--- src/rtl/multicycle_ctrl_if.sv ---
// Control bundle between the multi-cycle main control FSM and the MIPS datapath.
// The controller takes the master side; the datapath (or a bench) takes the slave side.
interface multicycle_ctrl_if #(
  parameter int STATE_WIDTH = 4
);
  logic [5:0]             opcode;
  logic                   memReady;
  logic                   ctrlPCWrite;
  logic                   ctrlPCWriteCond;
  logic                   ctrlIorD;
  logic                   ctrlMemRead;
  logic                   ctrlMemWrite;
  logic                   ctrlIRWrite;
  logic                   ctrlMemToReg;
  logic                   ctrlRegDst;
  logic                   ctrlRegWrite;
  logic                   ctrlALUSrcA;
  logic [1:0]             ctrlALUSrcB;
  logic [1:0]             ctrlALUOp;
  logic [1:0]             ctrlPCSource;
  logic                   illegalOp;
  logic                   memFault;
  logic [STATE_WIDTH-1:0] state;

  modport master (
    input  opcode, memReady,
    output ctrlPCWrite, ctrlPCWriteCond, ctrlIorD, ctrlMemRead, ctrlMemWrite,
           ctrlIRWrite, ctrlMemToReg, ctrlRegDst, ctrlRegWrite, ctrlALUSrcA,
           ctrlALUSrcB, ctrlALUOp, ctrlPCSource, illegalOp, memFault, state
  );

  modport slave (
    output opcode, memReady,
    input  ctrlPCWrite, ctrlPCWriteCond, ctrlIorD, ctrlMemRead, ctrlMemWrite,
           ctrlIRWrite, ctrlMemToReg, ctrlRegDst, ctrlRegWrite, ctrlALUSrcA,
           ctrlALUSrcB, ctrlALUOp, ctrlPCSource, illegalOp, memFault, state
  );
endinterface

--- src/rtl/multicycle_ctrl.sv ---
// Multi-cycle MIPS main control: Moore FSM sequencing fetch, decode, execute,
// memory and write-back, with a bounded memory-wait counter and sticky traps
// for illegal opcodes and memory timeouts. Control strobes are registered
// alongside the state; only IRWrite/PCWrite in FETCH combine with memReady.
module multicycle_ctrl #(
  parameter int WAIT_LIMIT    = 15,
  parameter int USE_MEM_READY = 1,
  parameter int STATE_WIDTH   = 4
) (
  input  logic                clk,
  input  logic                rst,
  multicycle_ctrl_if.master   bus
);

  typedef enum logic [3:0] {
    S_FETCH  = 4'd0,
    S_DECODE = 4'd1,
    S_MEMADR = 4'd2,
    S_MEMRD  = 4'd3,
    S_MEMWB  = 4'd4,
    S_MEMWR  = 4'd5,
    S_EXEC   = 4'd6,
    S_RWB    = 4'd7,
    S_BRANCH = 4'd8,
    S_JUMP   = 4'd9,
    S_ADDIEX = 4'd10,
    S_ADDIWB = 4'd11,
    S_TRAP   = 4'd15
  } state_t;

  localparam logic [5:0] OP_RTYPE = 6'b000000;
  localparam logic [5:0] OP_LW    = 6'b100011;
  localparam logic [5:0] OP_SW    = 6'b101011;
  localparam logic [5:0] OP_BEQ   = 6'b000100;
  localparam logic [5:0] OP_J     = 6'b000010;
  localparam logic [5:0] OP_ADDI  = 6'b001000;

  localparam int              CNT_W     = (WAIT_LIMIT < 1) ? 1 : $clog2(WAIT_LIMIT + 1);
  localparam logic [CNT_W-1:0] CNT_LIMIT = CNT_W'(WAIT_LIMIT);

  // Registered Moore strobes; 'fetch' marks the state whose IRWrite/PCWrite
  // follow memReady combinationally.
  typedef struct packed {
    logic       pc_write;
    logic       pc_write_cond;
    logic       iord;
    logic       mem_read;
    logic       mem_write;
    logic       mem_to_reg;
    logic       reg_dst;
    logic       reg_write;
    logic       alu_src_a;
    logic [1:0] alu_src_b;
    logic [1:0] alu_op;
    logic [1:0] pc_source;
    logic       fetch;
  } ctrl_t;

  // Per-state control word; anything not set stays 0 (TRAP drives nothing).
  function automatic ctrl_t ctrl_for(input state_t s);
    ctrl_t c;
    c = '0;
    case (s)
      S_FETCH: begin
        c.mem_read  = 1'b1;
        c.alu_src_b = 2'b01;
        c.fetch     = 1'b1;
      end
      S_DECODE: begin
        c.alu_src_b = 2'b11;
      end
      S_MEMADR, S_ADDIEX: begin
        c.alu_src_a = 1'b1;
        c.alu_src_b = 2'b10;
      end
      S_MEMRD: begin
        c.mem_read = 1'b1;
        c.iord     = 1'b1;
      end
      S_MEMWR: begin
        c.mem_write = 1'b1;
        c.iord      = 1'b1;
      end
      S_MEMWB: begin
        c.reg_write  = 1'b1;
        c.mem_to_reg = 1'b1;
      end
      S_EXEC: begin
        c.alu_src_a = 1'b1;
        c.alu_op    = 2'b10;
      end
      S_RWB: begin
        c.reg_write = 1'b1;
        c.reg_dst   = 1'b1;
      end
      S_ADDIWB: begin
        c.reg_write = 1'b1;
      end
      S_BRANCH: begin
        c.alu_src_a     = 1'b1;
        c.alu_op        = 2'b01;
        c.pc_write_cond = 1'b1;
        c.pc_source     = 2'b01;
      end
      S_JUMP: begin
        c.pc_write  = 1'b1;
        c.pc_source = 2'b10;
      end
      default: ;
    endcase
    return c;
  endfunction

  state_t           state_q, state_d;
  logic [CNT_W-1:0] cnt_q, cnt_d;
  logic [5:0]       op_q, op_d;
  logic             illegal_q, illegal_d;
  logic             fault_q, fault_d;
  ctrl_t            ctrl_q;

  logic mem_rdy;
  logic wait_st;
  logic timeout;

  assign mem_rdy = (USE_MEM_READY != 0) ? bus.memReady : 1'b1;
  assign wait_st = (state_q == S_FETCH) || (state_q == S_MEMRD) || (state_q == S_MEMWR);
  assign timeout = wait_st && !mem_rdy && (cnt_q == CNT_LIMIT);

  // Next state, opcode latch, wait counter and trap causes.
  always_comb begin
    state_d   = state_q;
    cnt_d     = cnt_q;
    op_d      = op_q;
    illegal_d = illegal_q;
    fault_d   = fault_q;

    case (state_q)
      S_FETCH:  if (mem_rdy) state_d = S_DECODE;
      S_DECODE: begin
        op_d = bus.opcode;
        case (bus.opcode)
          OP_RTYPE:     state_d = S_EXEC;
          OP_LW, OP_SW: state_d = S_MEMADR;
          OP_BEQ:       state_d = S_BRANCH;
          OP_J:         state_d = S_JUMP;
          OP_ADDI:      state_d = S_ADDIEX;
          default: begin
            state_d   = S_TRAP;
            illegal_d = 1'b1;
          end
        endcase
      end
      // Only lw/sw reach MEMADR, so the latched opcode picks read vs write.
      S_MEMADR: state_d = (op_q == OP_SW) ? S_MEMWR : S_MEMRD;
      S_MEMRD:  if (mem_rdy) state_d = S_MEMWB;
      S_MEMWR:  if (mem_rdy) state_d = S_FETCH;
      S_EXEC:   state_d = S_RWB;
      S_ADDIEX: state_d = S_ADDIWB;
      S_MEMWB, S_RWB, S_ADDIWB, S_BRANCH, S_JUMP: state_d = S_FETCH;
      S_TRAP:   state_d = S_TRAP;
      default:  state_d = S_FETCH;
    endcase

    // A memory state that has already waited WAIT_LIMIT cycles and still sees
    // no ready gives up; a ready on that same cycle completes normally.
    if (timeout) begin
      state_d = S_TRAP;
      fault_d = 1'b1;
    end

    // Counter restarts whenever a state is entered and counts stalled cycles.
    if (state_d != state_q) begin
      cnt_d = '0;
    end else if (wait_st && !mem_rdy && (cnt_q != CNT_LIMIT)) begin
      cnt_d = cnt_q + CNT_W'(1);
    end
  end

  // State, counter, latch, flags and registered strobes; reset aborts instantly.
  always_ff @(posedge clk or posedge rst) begin
    if (rst) begin
      state_q   <= S_FETCH;
      cnt_q     <= '0;
      op_q      <= '0;
      illegal_q <= 1'b0;
      fault_q   <= 1'b0;
      ctrl_q    <= ctrl_for(S_FETCH);
    end else begin
      state_q   <= state_d;
      cnt_q     <= cnt_d;
      op_q      <= op_d;
      illegal_q <= illegal_d;
      fault_q   <= fault_d;
      ctrl_q    <= ctrl_for(state_d);
    end
  end

  assign bus.ctrlPCWrite     = ctrl_q.pc_write | (ctrl_q.fetch & mem_rdy);
  assign bus.ctrlIRWrite     = ctrl_q.fetch & mem_rdy;
  assign bus.ctrlPCWriteCond = ctrl_q.pc_write_cond;
  assign bus.ctrlIorD        = ctrl_q.iord;
  assign bus.ctrlMemRead     = ctrl_q.mem_read;
  assign bus.ctrlMemWrite    = ctrl_q.mem_write;
  assign bus.ctrlMemToReg    = ctrl_q.mem_to_reg;
  assign bus.ctrlRegDst      = ctrl_q.reg_dst;
  assign bus.ctrlRegWrite    = ctrl_q.reg_write;
  assign bus.ctrlALUSrcA     = ctrl_q.alu_src_a;
  assign bus.ctrlALUSrcB     = ctrl_q.alu_src_b;
  assign bus.ctrlALUOp       = ctrl_q.alu_op;
  assign bus.ctrlPCSource    = ctrl_q.pc_source;
  assign bus.illegalOp       = illegal_q;
  assign bus.memFault        = fault_q;
  assign bus.state           = STATE_WIDTH'(state_q);

endmodule

--- src/flat_wrapper.sv ---
// flat-port wrapper written by rule: the top's interface ports become plain ports
module multicycle_ctrl_flat 
#(
  parameter int WAIT_LIMIT    = 15,
  parameter int USE_MEM_READY = 1,
  parameter int STATE_WIDTH   = 4
)
  (clk, rst, bus_opcode, bus_memReady, bus_ctrlPCWrite, bus_ctrlPCWriteCond, bus_ctrlIorD, bus_ctrlMemRead, bus_ctrlMemWrite, bus_ctrlIRWrite, bus_ctrlMemToReg, bus_ctrlRegDst, bus_ctrlRegWrite, bus_ctrlALUSrcA, bus_ctrlALUSrcB, bus_ctrlALUOp, bus_ctrlPCSource, bus_illegalOp, bus_memFault, bus_state);
  multicycle_ctrl_if #(.STATE_WIDTH(STATE_WIDTH)) bus_i ();
  input  logic clk;
  input  logic rst;
  input wire logic [$bits(bus_i.opcode)-1:0] bus_opcode;
  input wire logic [$bits(bus_i.memReady)-1:0] bus_memReady;
  output wire logic [$bits(bus_i.ctrlPCWrite)-1:0] bus_ctrlPCWrite;
  output wire logic [$bits(bus_i.ctrlPCWriteCond)-1:0] bus_ctrlPCWriteCond;
  output wire logic [$bits(bus_i.ctrlIorD)-1:0] bus_ctrlIorD;
  output wire logic [$bits(bus_i.ctrlMemRead)-1:0] bus_ctrlMemRead;
  output wire logic [$bits(bus_i.ctrlMemWrite)-1:0] bus_ctrlMemWrite;
  output wire logic [$bits(bus_i.ctrlIRWrite)-1:0] bus_ctrlIRWrite;
  output wire logic [$bits(bus_i.ctrlMemToReg)-1:0] bus_ctrlMemToReg;
  output wire logic [$bits(bus_i.ctrlRegDst)-1:0] bus_ctrlRegDst;
  output wire logic [$bits(bus_i.ctrlRegWrite)-1:0] bus_ctrlRegWrite;
  output wire logic [$bits(bus_i.ctrlALUSrcA)-1:0] bus_ctrlALUSrcA;
  output wire logic [$bits(bus_i.ctrlALUSrcB)-1:0] bus_ctrlALUSrcB;
  output wire logic [$bits(bus_i.ctrlALUOp)-1:0] bus_ctrlALUOp;
  output wire logic [$bits(bus_i.ctrlPCSource)-1:0] bus_ctrlPCSource;
  output wire logic [$bits(bus_i.illegalOp)-1:0] bus_illegalOp;
  output wire logic [$bits(bus_i.memFault)-1:0] bus_memFault;
  output wire logic [$bits(bus_i.state)-1:0] bus_state;
  assign bus_i.opcode = bus_opcode;
  assign bus_i.memReady = bus_memReady;
  assign bus_ctrlPCWrite = bus_i.ctrlPCWrite;
  assign bus_ctrlPCWriteCond = bus_i.ctrlPCWriteCond;
  assign bus_ctrlIorD = bus_i.ctrlIorD;
  assign bus_ctrlMemRead = bus_i.ctrlMemRead;
  assign bus_ctrlMemWrite = bus_i.ctrlMemWrite;
  assign bus_ctrlIRWrite = bus_i.ctrlIRWrite;
  assign bus_ctrlMemToReg = bus_i.ctrlMemToReg;
  assign bus_ctrlRegDst = bus_i.ctrlRegDst;
  assign bus_ctrlRegWrite = bus_i.ctrlRegWrite;
  assign bus_ctrlALUSrcA = bus_i.ctrlALUSrcA;
  assign bus_ctrlALUSrcB = bus_i.ctrlALUSrcB;
  assign bus_ctrlALUOp = bus_i.ctrlALUOp;
  assign bus_ctrlPCSource = bus_i.ctrlPCSource;
  assign bus_illegalOp = bus_i.illegalOp;
  assign bus_memFault = bus_i.memFault;
  assign bus_state = bus_i.state;
  multicycle_ctrl #(.WAIT_LIMIT(WAIT_LIMIT), .USE_MEM_READY(USE_MEM_READY), .STATE_WIDTH(STATE_WIDTH)) u_core (.clk(clk), .rst(rst), .bus(bus_i));
endmodule
--- config.mk ---
export PLATFORM = sky130hd
export DESIGN_NAME = multicycle_ctrl_flat
export DESIGN_NICKNAME = d
export VERILOG_FILES = /design/src/rtl/multicycle_ctrl_if.sv /design/src/rtl/multicycle_ctrl.sv /design/src/flat_wrapper.sv
export SDC_FILE = /design/constraint.sdc
export NUM_CORES = 1
export LEC_CHECK = 0
export CORE_ASPECT_RATIO = 1.4
export CORE_MARGIN = 2
export CORE_UTILIZATION = 46
export DETAILED_ROUTE_END_ITERATION = 12
export GPL_ROUTABILITY_DRIVEN = 0
export GPL_TIMING_DRIVEN = 0
export PLACE_DENSITY = 0.81
export SETUP_SLACK_MARGIN = 0.1
export SLEW_MARGIN = 20
export SYNTH_ARGS = -nofsm -noshare
export SYNTH_HDL_FRONTEND = slang
export SYNTH_SLANG_ARGS = --single-unit
--- constraint.sdc ---
create_clock -name clk -period 4.1 [get_ports clk]
set_input_delay 1.025 -clock clk [delete_from_list [all_inputs] [get_ports clk]]
set_output_delay 1.025 -clock clk [all_outputs]
set_load 0.05 [all_outputs]
==> impl_results.md <==
- Post-synth EDFFs: 0
- Fin crit share: 0.954
- Peak supply drop: 0.532 mV
- CTS Sinks: 31
- R2R cell count: 7
- Cell Pwr Density: 838 mW/mm²
- Setup violators final: 0
- Status: finished clean
- Worst R2R Setup Slack: 1740 ps
- IO Pins: 31
- ANT nets after route: 0
- Clk buf depth: 2
- Syn nets: 182
- Clock latency on the worst-skew pair: 280 ps
- Setup crit start: bus_memReady
- Final slew viol count: 0
- Syn Std Cell Area: 0.00178 mm²
- Post-synthesis register bit count: 31
- Vias in the first global route: approximately 1500
- Routed wire length: 3730 µm
- Largest net degree at the start of global routing: 32
- Nets@finish: 216
- DIE WIDTH: about 57 µm
- Antenna Cells: 0
- Pleak: 0.957 nW
- Startpoint Class: input pin
- Count leader, synth: dfrtp_1
- Commonest cells post-synth: 28 x dfrtp_1, 9 x nor2_1, 8 x nand2_1, 8 x nor4_1
- Unrepaired setup endpoints after global routing: false
- Unique masters post-synth: 59
- Max FO, Critical Path: 10
- CTS root buffer: clkbuf_8
- Tmin final: 3910 ps
- Top FF cell, synth: dfrtp_1
- Largest family of logic cells by synthesized area: simple AND/OR/NAND/NOR gates
- Initial antenna violation count: 0
- Detailed-route DRC error count: 0
- Simple-gate share of the synthesized area: 0.235
- H-tree depth: 2
- Compound-gate portion of the synthesized area: 0.165
- HP Class: reg2reg
- Total GRT Usage: 0.188
- Design Area, Final: 0.00222 mm²
- Vias: roughly 1400
- Setup tns final: 0 ps
- CTS buffer count: 5
- Fmax: 0.256 GHz
- Top post-synthesis cells by area: dfrtp_1 39%, dfstp_2 4.4%, mux2_2 3.8%, xor2_1 3.0%, nor4_1 2.8%
- CP Class: in2out
- Max-Slew Margin vs Limit: 0.569
- Hold depth: 1
- Final hold violations: 0
- First-pass GRT wire length: ~6500 µm
- Critical R2R Launch: u_core.bus.state[3]
- Post-synthesis cell count: 172
- Die span in y: 77.5 µm
- Die area: 0.00438 mm²
- Post-Synth Adder-Cell Area: 0.0127
- WHS: 468 ps
- First-pass DRT Iterations: 4
- Synth async-reset ratio: 1.00
- Avg Cell Area, Syn: 10.3 µm²
- Worst endpoint required time: 3070 ps
- Worst Tran Pin Value: 641 ps
- Row cnt: 26
- Synth Area in XOR/XNOR: 0.0296
- Multiplexer share of the synthesized area: 0.0493
- Critical path arrival: 2890 ps
- Synth area leader: dfrtp_1
- Seq/Total Area, Yosys: 0.439
- Yosys warns: 0
- Layout cells sized above 1: 0.208
- Setup crit end kind: output pin
- Iter 0 DRT Violations: 53
- DP Area: 0.00210 mm²
- WL/cell: around 15 µm
- Area grow syn2layout: 24.9%
- CTS clock-pin slew for the worst setup and hold paths: 60 ps
- Dpl hpwl: 2720 µm
- Final Skew: 6.54 ps
- CTS tree: done
- Drt via density: a little under 6
- Core Region: 0.00368 mm²
- Gr ovfl total: 0
- Initial Utilization: 0.483
- Hold_buf cts: 0
- Max_cap viols: 0
- Top cell type's share of synthesized area: 0.394
- # port buffers: 27
- Hold wc startpoint: u_core.bus.memFault
stage by stage:
stage               utilization  instances  power (mW)  setup WS [ps]
CTS                       0.603        249        1.87            105
detailed placement        0.571        241        1.55            114
floorplan                     -        172        1.29            965
finish                    0.604        249        1.86            187
global placement          0.571        241        1.54            105
global route              0.604        249        1.98            156
what timing repair did:
action / CTS / global route
setup buffers: 0 / 0
endpoints found under the setup margin: 0 / 1
gates resized for setup: 0 / 1
cells by family (layout without fill, tap and decap cells):
group / after synthesis / after routing
AO/OA/AOI/OAI: 35 / 35
AND/OR/NAND/NOR: 67 / 67
multiplexers: 8 / 8
XOR/XNOR: 6 / 6
flip-flops: 31 / 31
adder cells (fa/ha/maj): 2 / 2
buffers and inverters: 23 / 58
per-layer routing:
metal,global-route usage,part of all wire
met2,0.336,0.54
met5,0,0
met4,0.0929,0.025
met3,0.0350,0.037
met1,0.209,0.40
power by group:
| group | total (mW) | internal (mW) | switching (mW) |
|---|---|---|---|
| Sequential | 0.449 | 0.412 | 0.0363 |
| Combinational | 1.10 | 0.418 | 0.687 |
| Clock | 0.307 | 0.196 | 0.111 |
critical path: stages:
cell and delay (ps):
clkdlybuf4s50_1 490, clkbuf_1 360, and2_1 210, clkdlybuf4s50_1 800
cell usage in the layout, fill, tap and decap left out, drive strengths merged, types with 3 or more instances in the layout:
cell type      count
dfrtp             28
clkdlybuf4s50     26
buf               13
clkbuf            12
nor2               9
nand2              8
nor4               8
xor2               6
nand2b             6
mux2               6
nand3              5
o21ai              4
o211ai             4
nor3b              4
inv                4
nor3               3
a21oi              3
dfstp              3
a211oi             3
a31oi              3
flip-flops by register name, summed over array words and instances (netlist names):
register and count:
u_core.bus.ctrlALUOp 2, u_core.bus.ctrlALUSrcA 1, u_core.bus.ctrlALUSrcB 2, u_core.bus.ctrlIorD 1
u_core.bus.ctrlMemRead 1, u_core.bus.ctrlMemToReg 1, u_core.bus.ctrlMemWrite 1, u_core.bus.ctrlPCSource 1
u_core.bus.ctrlPCWriteCond 1, u_core.bus.ctrlRegDst 1, u_core.bus.ctrlRegWrite 1, u_core.bus.illegalOp 1
u_core.bus.memFault 1, u_core.bus.state 4, u_core.cnt_q 4, u_core.ctrl_q 2
u_core.op_q 6
layout make-up:
| class | count | area, µm² |
|---|---|---|
| fillers | 316 | 1460 |
| multi-input cells | 118 | 873 |
| flip-flops and latches | 31 | 779 |
| repair buffers | 27 | 273 |
| plain buffers | 19 | 109 |
| clock buffers | 6 | 82.6 |
| well taps | 42 | 52.6 |
| clock inverters | 2 | 35.0 |
| inverters | 4 | 15.0 |
path summary, 6_finish.rpt:
kind / to
max in group asynchronous: u_core.op_q[1]
hold / removal: u_core.bus.memFault
setup / recovery: bus_ctrlIRWrite
min in group asynchronous: u_core.bus.ctrlPCSource[1]
setup reg to reg: u_core.bus.ctrlALUOp[0]
hold reg to reg: u_core.bus.memFault
Note: power is estimated with default switching activity, not from simulation.
